`src/rtl/mem_if_pkg.sv`:
```
// Shared definitions for the line-transfer memory master: op encoding,
// controller state encoding and default geometry.
package mem_if_pkg;

    localparam int ADDR_LEN_DEF = 11;
    localparam int LINE_LEN_DEF = 3;

    typedef enum logic [1:0] {
        OP_READ    = 2'd0,
        OP_WRITE   = 2'd1,
        OP_WB_FILL = 2'd2,
        OP_RSVD    = 2'd3
    } op_t;

    typedef enum logic [2:0] {
        ST_IDLE  = 3'd0,
        ST_WR    = 3'd1,
        ST_RD    = 3'd2,
        ST_DRAIN = 3'd3,
        ST_DONE  = 3'd4
    } state_t;

endpackage

```
`src/rtl/mem_line_master.sv`:
```
// Moves whole cache lines between a requester and a single-port word memory.
// Latency: WRITE done at T+N+1, READ at T+N+2, WB_FILL at T+2N+2 (N words/line).
// Backpressure: req_ready only in IDLE; memory side never stalls.
module mem_line_master
    import mem_if_pkg::*;
#(
    parameter int ADDR_LEN = ADDR_LEN_DEF,
    parameter int LINE_LEN = LINE_LEN_DEF
) (
    input  logic                         clk,
    input  logic                         rst,
    input  logic                         req_valid,
    output logic                         req_ready,
    input  logic [1:0]                   req_op,
    input  logic [ADDR_LEN-LINE_LEN-1:0] rd_line,
    input  logic [ADDR_LEN-LINE_LEN-1:0] wb_line,
    output logic [LINE_LEN-1:0]          wr_word_idx,
    input  logic [31:0]                  wr_word,
    output logic                         rd_word_valid,
    output logic [LINE_LEN-1:0]          rd_word_idx,
    output logic [31:0]                  rd_word,
    output logic                         done,
    output logic [ADDR_LEN-1:0]          mem_addr,
    output logic                         mem_wr_req,
    output logic [31:0]                  mem_wr_data,
    input  logic [31:0]                  mem_rd_data
);

    localparam int LINE_W = ADDR_LEN - LINE_LEN;

    state_t              state;
    op_t                 op_l;
    logic [LINE_LEN-1:0] cnt;
    logic [LINE_W-1:0]   rd_l;
    logic [LINE_W-1:0]   wb_l;
    logic                rd_vld;
    logic [LINE_LEN-1:0] rd_idx;
    logic                cnt_last;

    assign cnt_last = &cnt;

    always_ff @(posedge clk) begin
        if (rst) begin
            state  <= ST_IDLE;
            op_l   <= OP_READ;
            cnt    <= '0;
            rd_l   <= '0;
            wb_l   <= '0;
            rd_vld <= 1'b0;
            rd_idx <= '0;
        end else begin
            // Memory returns data one cycle after the address, so the beat
            // tag is simply the RD-cycle counter delayed by one.
            rd_vld <= (state == ST_RD);
            rd_idx <= (state == ST_RD) ? cnt : '0;
            unique case (state)
                ST_IDLE: begin
                    if (req_valid && op_t'(req_op) != OP_RSVD) begin
                        op_l  <= op_t'(req_op);
                        rd_l  <= rd_line;
                        wb_l  <= wb_line;
                        cnt   <= '0;
                        state <= (op_t'(req_op) == OP_READ) ? ST_RD : ST_WR;
                    end
                end
                ST_WR: begin
                    cnt <= cnt + 1'b1;
                    if (cnt_last)
                        state <= (op_l == OP_WB_FILL) ? ST_RD : ST_DONE;
                end
                ST_RD: begin
                    cnt <= cnt + 1'b1;
                    if (cnt_last)
                        state <= ST_DRAIN;
                end
                ST_DRAIN: state <= ST_DONE;
                ST_DONE:  state <= ST_IDLE;
                default:  state <= ST_IDLE;
            endcase
        end
    end

    always_comb begin
        req_ready   = (state == ST_IDLE);
        done        = (state == ST_DONE);
        mem_wr_req  = (state == ST_WR);
        wr_word_idx = (state == ST_WR) ? cnt : '0;
        mem_wr_data = (state == ST_WR) ? wr_word : '0;
        mem_addr    = '0;
        if (state == ST_WR)
            mem_addr = {wb_l, cnt};
        else if (state == ST_RD)
            mem_addr = {rd_l, cnt};
    end

    assign rd_word_valid = rd_vld;
    assign rd_word_idx   = rd_idx;
    assign rd_word       = rd_vld ? mem_rd_data : '0;

endmodule

```
`config.mk`:
```
export PLATFORM = sky130hd
export DESIGN_NAME = mem_line_master
export DESIGN_NICKNAME = d
export VERILOG_FILES = /design/src/rtl/mem_if_pkg.sv /design/src/rtl/mem_line_master.sv
export SDC_FILE = /design/constraint.sdc
export NUM_CORES = 1
export LEC_CHECK = 0
export BUFFER_PORTS_ARGS = -buffer_cell sky130_fd_sc_hd__buf_2
export CAP_MARGIN = 40
export CORE_MARGIN = 4
export CORE_UTILIZATION = 37
export CTS_BUF_LIST = sky130_fd_sc_hd__clkbuf_8
export DETAILED_ROUTE_END_ITERATION = 12
export MAX_ROUTING_LAYER = met4
export PLACE_DENSITY = 0.83
export SYNTH_ARGS = -nofsm -noshare
export SYNTH_HDL_FRONTEND = slang
export SYNTH_SLANG_ARGS = --single-unit
```
`constraint.sdc`:
```
create_clock -name clk -period 1.65 [get_ports clk]
set_input_delay 0.165 -clock clk [delete_from_list [all_inputs] [get_ports clk]]
set_output_delay 0.165 -clock clk [all_outputs]
set_load 0.1 [all_outputs]
```
### Yosys cells after proc, flatten, opt, wreduce, memory -nomap -nowiden

Index checks and enable logic that the tools add are counted.

| storage, ports and cells | value |
|---|---|
| flip-flop bits (word level) | 28 |
| output and inout bits | 85 |
| word-level logic and storage cells | 41 |

| cells by class | value |
|---|---|
| $add $sub $neg | 1 |
| eq/ne operators | 9 |
| mux-type cells | 13 |
| bitwise operators | 1 |
| reductions and logical operators | 10 |

Operator list:

| operator | count |
|---|---|
| $mux W32 | 2 |
| $mux W11 | 2 |
| $mux W3 | 6 |
| $pmux W3 S4 | 1 |
| $eq A3 B2 Y1 const B | 2 |
| $pmux W3 S2 | 1 |
| $reduce_and A3 Y1 | 2 |
| $ne A2 B1 Y1 const B | 2 |
| $ne A2 B2 Y1 const B | 2 |
| $reduce_and A2 Y1 | 2 |
| $reduce_or A2 Y1 | 2 |
| $add A3 B1 Y3 const B | 1 |
| $eq A3 B1 Y1 const B | 1 |
| $eq A3 B3 Y1 const B | 1 |
| $logic_not A3 Y1 | 1 |
| $eq A2 B2 Y1 const B | 1 |
| $logic_not A2 Y1 | 1 |
| $mux W2 | 1 |
| $reduce_bool A2 Y1 | 1 |
| $logic_and A1 B1 Y1 | 1 |
| $not A1 Y1 | 1 |

### Depth between registers and ports, before layout

| logic depth | value |
|---|---|
| depth in word-level cells | 4 |
| depth in mapped cells | 8 |

### Worst setup path after synthesis

No wires, ideal clock.

| timing | value |
|---|---|
| kind | register to output |
| start | register state[0] |
| end | output mem_wr_data[22] |
| data arrival time | 2.713 ns |
| required time | 1.485 ns |
| slack | -1.228 ns |
| cell stages (with the launch flop) | 5 |
| path buffers | 2 |
| cell sequence | dfxtp_1 > clkbuf_2 > nor3b_2 > clkbuf_1 > and2_1 |

| between the ends | value |
|---|---|
| cells in the longest elaborated chain, start to end | 2 |

Ends and longest elaborated chain:

| item | line | text |
|---|---|---|
| from (decl) | mem_line_master.sv:31 | `state_t state;` |
| from (signal assigned) | mem_line_master.sv:63 | `state <= (op_t'(req_op) == OP_READ) ? ST_RD : ST_WR;` |
| from (signal assigned) | mem_line_master.sv:69 | `state <= (op_l == OP_WB_FILL) ? ST_RD : ST_DONE;` |
| $eq A3 B1 Y1 | - |  |
| via mem_wr_req | mem_line_master.sv:24 | `output logic mem_wr_req,` |
| $mux W32 | mem_line_master.sv:88 | `mem_wr_data = (state == ST_WR) ? wr_word : '0;` |
| to (decl) | mem_line_master.sv:25 | `output logic [31:0] mem_wr_data,` |

The timed path passes the listed nets, and every way through them passes these cells.

### Final worst setup path

| timing | value |
|---|---|
| start | register state[0] |
| end | output wr_word_idx[2] |

| between the ends | value |
|---|---|
| cells in the longest elaborated chain, start to end | 2 |

Ends and longest elaborated chain:

| item | line | text |
|---|---|---|
| $eq A3 B1 Y1 | mem_line_master.sv:87 | `wr_word_idx = (state == ST_WR) ? cnt : '0;` |
| $mux W3 | mem_line_master.sv:87 |  |
| to (decl) | mem_line_master.sv:17 | `output logic [LINE_LEN-1:0] wr_word_idx,` |

No other way between the ends.

==> flow_metrics.tcl <==
set metrics [dict create \
    run_status "finished, violations left" \
    violations "setup timing" \
    synthesis.area_um2 1683 \
    path_max_fanout 6 \
    post_synth_num_cell_types 35 \
    timing.critical_path.required_ns 1.48 \
    hold-worst-slack_ns 0.1144 \
    end_kind "primary output" \
    amount_of_wire_on_met3_after_detailed_routing_um 1021 \
    slew_headroom_pct 66.28 \
    power.ir.vdd_worst_mv 1.474 \
    synth_largest_type_area_fraction_pct 33.31 \
    r2r_slack_ns -0.04 \
    first_pass_iters 4 \
    route.antenna.remaining_nets 0 \
    max_cap_viols 0 \
    clk_latency_ns 0.28 \
    grt_antenna_before_repair 1 \
    finalWorstSetupSlack_ns -0.1250 \
    gp_routability_congestion 0.8717 \
    seq_power_share_pct 12.5 \
    fin_crit_ns 1.775 \
    stdcell_area_um2 3973 \
    via_per_inst 5.567 \
    critPathMostFrequentCell "buf_12" \
    number_of_cells_produced_by_synthesis 218 \
    finalHoldViolCount 0 \
    cts_root_buf "clkbuf_8" \
    period_share_pct 107.6 \
    p_comb_share_pct 81.9 \
    synth.yosys.seq_area_share_pct 33.31 \
    max_clock_freq_mhz 563.4 \
    hpwl_um 6489 \
    ys_top_cells_by_count "and2_1 (74), nand2_1 (39), dfxtp_1 (28)" \
    postSynth.asyncResetShare_pct 0 \
    wl_met2_um 5734 \
    ios 170 \
    critical_path_arrival_ns 1.61 \
    synth-seq-cells 28 \
    synth.avg_cell_area_um2 7.720 \
    cts-htree-levels 1 \
    grt_first_pass_wirelength_um 12770 \
    slowest_stage "dfxtp_4" \
    drt_drc_violations_left 0 \
    worst-slew-pin-transition_ns 0.5093 \
    area_growth_syn_to_layout_pct 136.1 \
    numCtsBuffers 3 \
    crit_chain "nor3b_4 -> buf_12 -> clkbuf_16 -> and2_4 -> buf_12" \
    wl_met1_um 3183 \
    power_density_nw_per_um2 1944 \
    num_vias 2483 \
    p_sw_mw 4.314 \
    leakage_power_of_the_design_nw 1.894 \
    cts.hold.buffers_added 0 \
    topRoutingLayerUsed "met4" \
    cts.path.max_buffers 2 \
    timing_worst_setup_path_type "reg -> out" \
    design_power_total_mw 7.724 \
    type_of_origin_of_the_critical_path "flop" \
    final_core_utilization_pct 90.61 \
    critical-path-max-stage-delay_ns 0.38 \
    dominant_cells_by_area_after_synthesis "dfxtp_1 (33%), and2_1 (28%), nand2_1 (8.7%)" \
    detailedPlace.worstSlack_ns 0.07049 \
    internal_power_of_the_cells_mw 3.410 \
    yosys.cell_count.top_type "and2_1" \
    core_area_um2 4384 \
    drt_iter0_markers 265 \
    die-height_um 75.44 \
    initial_core_util_pct 38.38 \
    ys.warnings.count 0 \
    ys.flop_type "dfxtp_1" \
    setup_repair_after_global_routing_missed_its_margin "true" \
    cts.sinks 28 \
    post_dp_cell_area_um2 3520 \
    grt_use_total_pct 31.85 \
    totalWireLength_um 10610 \
    power.share.switching_pct 55.85 \
    tritoncts "yes" \
    report.final.slew_viol_count 0 \
    nFillCells 177 \
    grt_pass1_vias 2378 \
    clock_power_share_pct 5.6 \
    dieArea_um2 5691 \
    grt_max_degree 34 \
    final-setup-viol-count 48 \
    final.setup_skew_ns 0.001902 \
    synthesis.nets 305 \
    timing.hold.worst.class "in -> reg" \
    grt-ovfl-total 0 \
    die-width_um 75.44 \
    final_cell_count_no_fill 446 \
    cp_num_buf_inv 3 \
    post-synth-top-area-cell "dfxtp_1" \
    final_layout_size_suffix_gt1_share_pct 74.30 \
    route.detailed.wl_per_inst_um 23.78 \
    dp.cells 428 \
    cpLargestDelayFamily "buffers and inverters" \
    clk_pin_slew_worst_paths_ns 0.10 \
    setup-tns-final_ns -4.386 \
    layout.nets 481 \
    count_of_flip_flops_with_a_built_in_enable_after_synthesis 0 \
    count_of_buffers_from_port_buffering 169 \
    number_of_core_rows 24 \
]
==> kinds of logic (layout without fill, tap and decap cells) <==
logic type,Yosys count,in the layout,share of synthesized area (%)
buffers and inverters,20,194,6.913
adder cells (fa/ha/maj),2,2,1.487
XOR/XNOR,1,1,0.5205
other,0,1,0
AND/OR/NAND/NOR,132,133,43.42
AO/OA/AOI/OAI,34,34,13.76
multiplexers,1,1,0.5948
flip-flops,28,28,33.31
==> path summary, 6_finish.rpt <==
kind	start	end	cells after the start
hold / removal	rd_line[1]	rd_l[1]$_SDFFE_PP0P_	3
setup / recovery	state[0]$_SDFFE_PP0P_	wr_word_idx[2]	5
hold reg to reg	rd_l[0]$_SDFFE_PP0P_	rd_l[0]$_SDFFE_PP0P_	2
setup reg to reg	state[2]$_SDFFE_PP0P_	wb_l[6]$_SDFFE_PP0P_	6
==> registers in the layout, indices dropped and copies added (netlist names) <==
register and flops:
rd_l 8, wb_l 8, cnt 3, rd_word_idx 3, state 3, op_l 2, rd_word_valid 1
==> layer usage <==
metal	track usage [%]	up-vias
met5	-	-
met4	17.09	0
met3	7.388	55
met2	60.31	189
met1	29.01	1177
li1	-	1062
==> cell type report <==
cell class	count	area [um2]	area share, %
multi-input cells	171	1284	32.31
inverters	2	12.51	0.3150
flip-flops and latches	28	575.6	14.49
repair buffers	188	1978	49.80
well taps	52	65.06	1.638
clock buffers	4	55.05	1.386
diodes	1	2.502	0.06299
==> power groups by stage <==
stage	combinational [mW]	clock (mW)	sequential [mW]
finish	6.33	0.434	0.962
floorplan	3.74	0	0.898
global route	6.47	0.466	0.974
global placement	5.28	0	0.927
detailed placement	5.38	0	0.941
CTS	5.87	0.422	0.939
==> worst reg2reg max path, cell delays in order, from the launching register on <==
cell,delay [ns]
dfxtp_4,0.36
buf_4,0.15
or3_4,0.43
inv_6,0.10
and2_4,0.23
nand2_1,0.11
a21oi_1,0.21
==> placed cells by master, fill, tap and decap left out, drive strengths merged <==
master,count
xnor2,1
nand2b,1
a32oi,1
or2,1
ha,2
nor2,4
inv,2
buf,186
a21oi,21
clkbuf,6
o32ai,1
nor3,1
nor4,2
nand2,40
dfxtp,28
diode,1
nor3b,3
or3,2
a21boi,1
o21bai,1
and2,76
mux2i,1
a22o,8
o22a,1
nand3,3
==> what timing repair did <==
item,in CTS,in global routing
pin swaps,13,14
gates resized for setup,48,11
setup buffers,4,3
endpoints found under the setup margin,71,62
cloned,2,4
(Power assumes the default switching activity.)
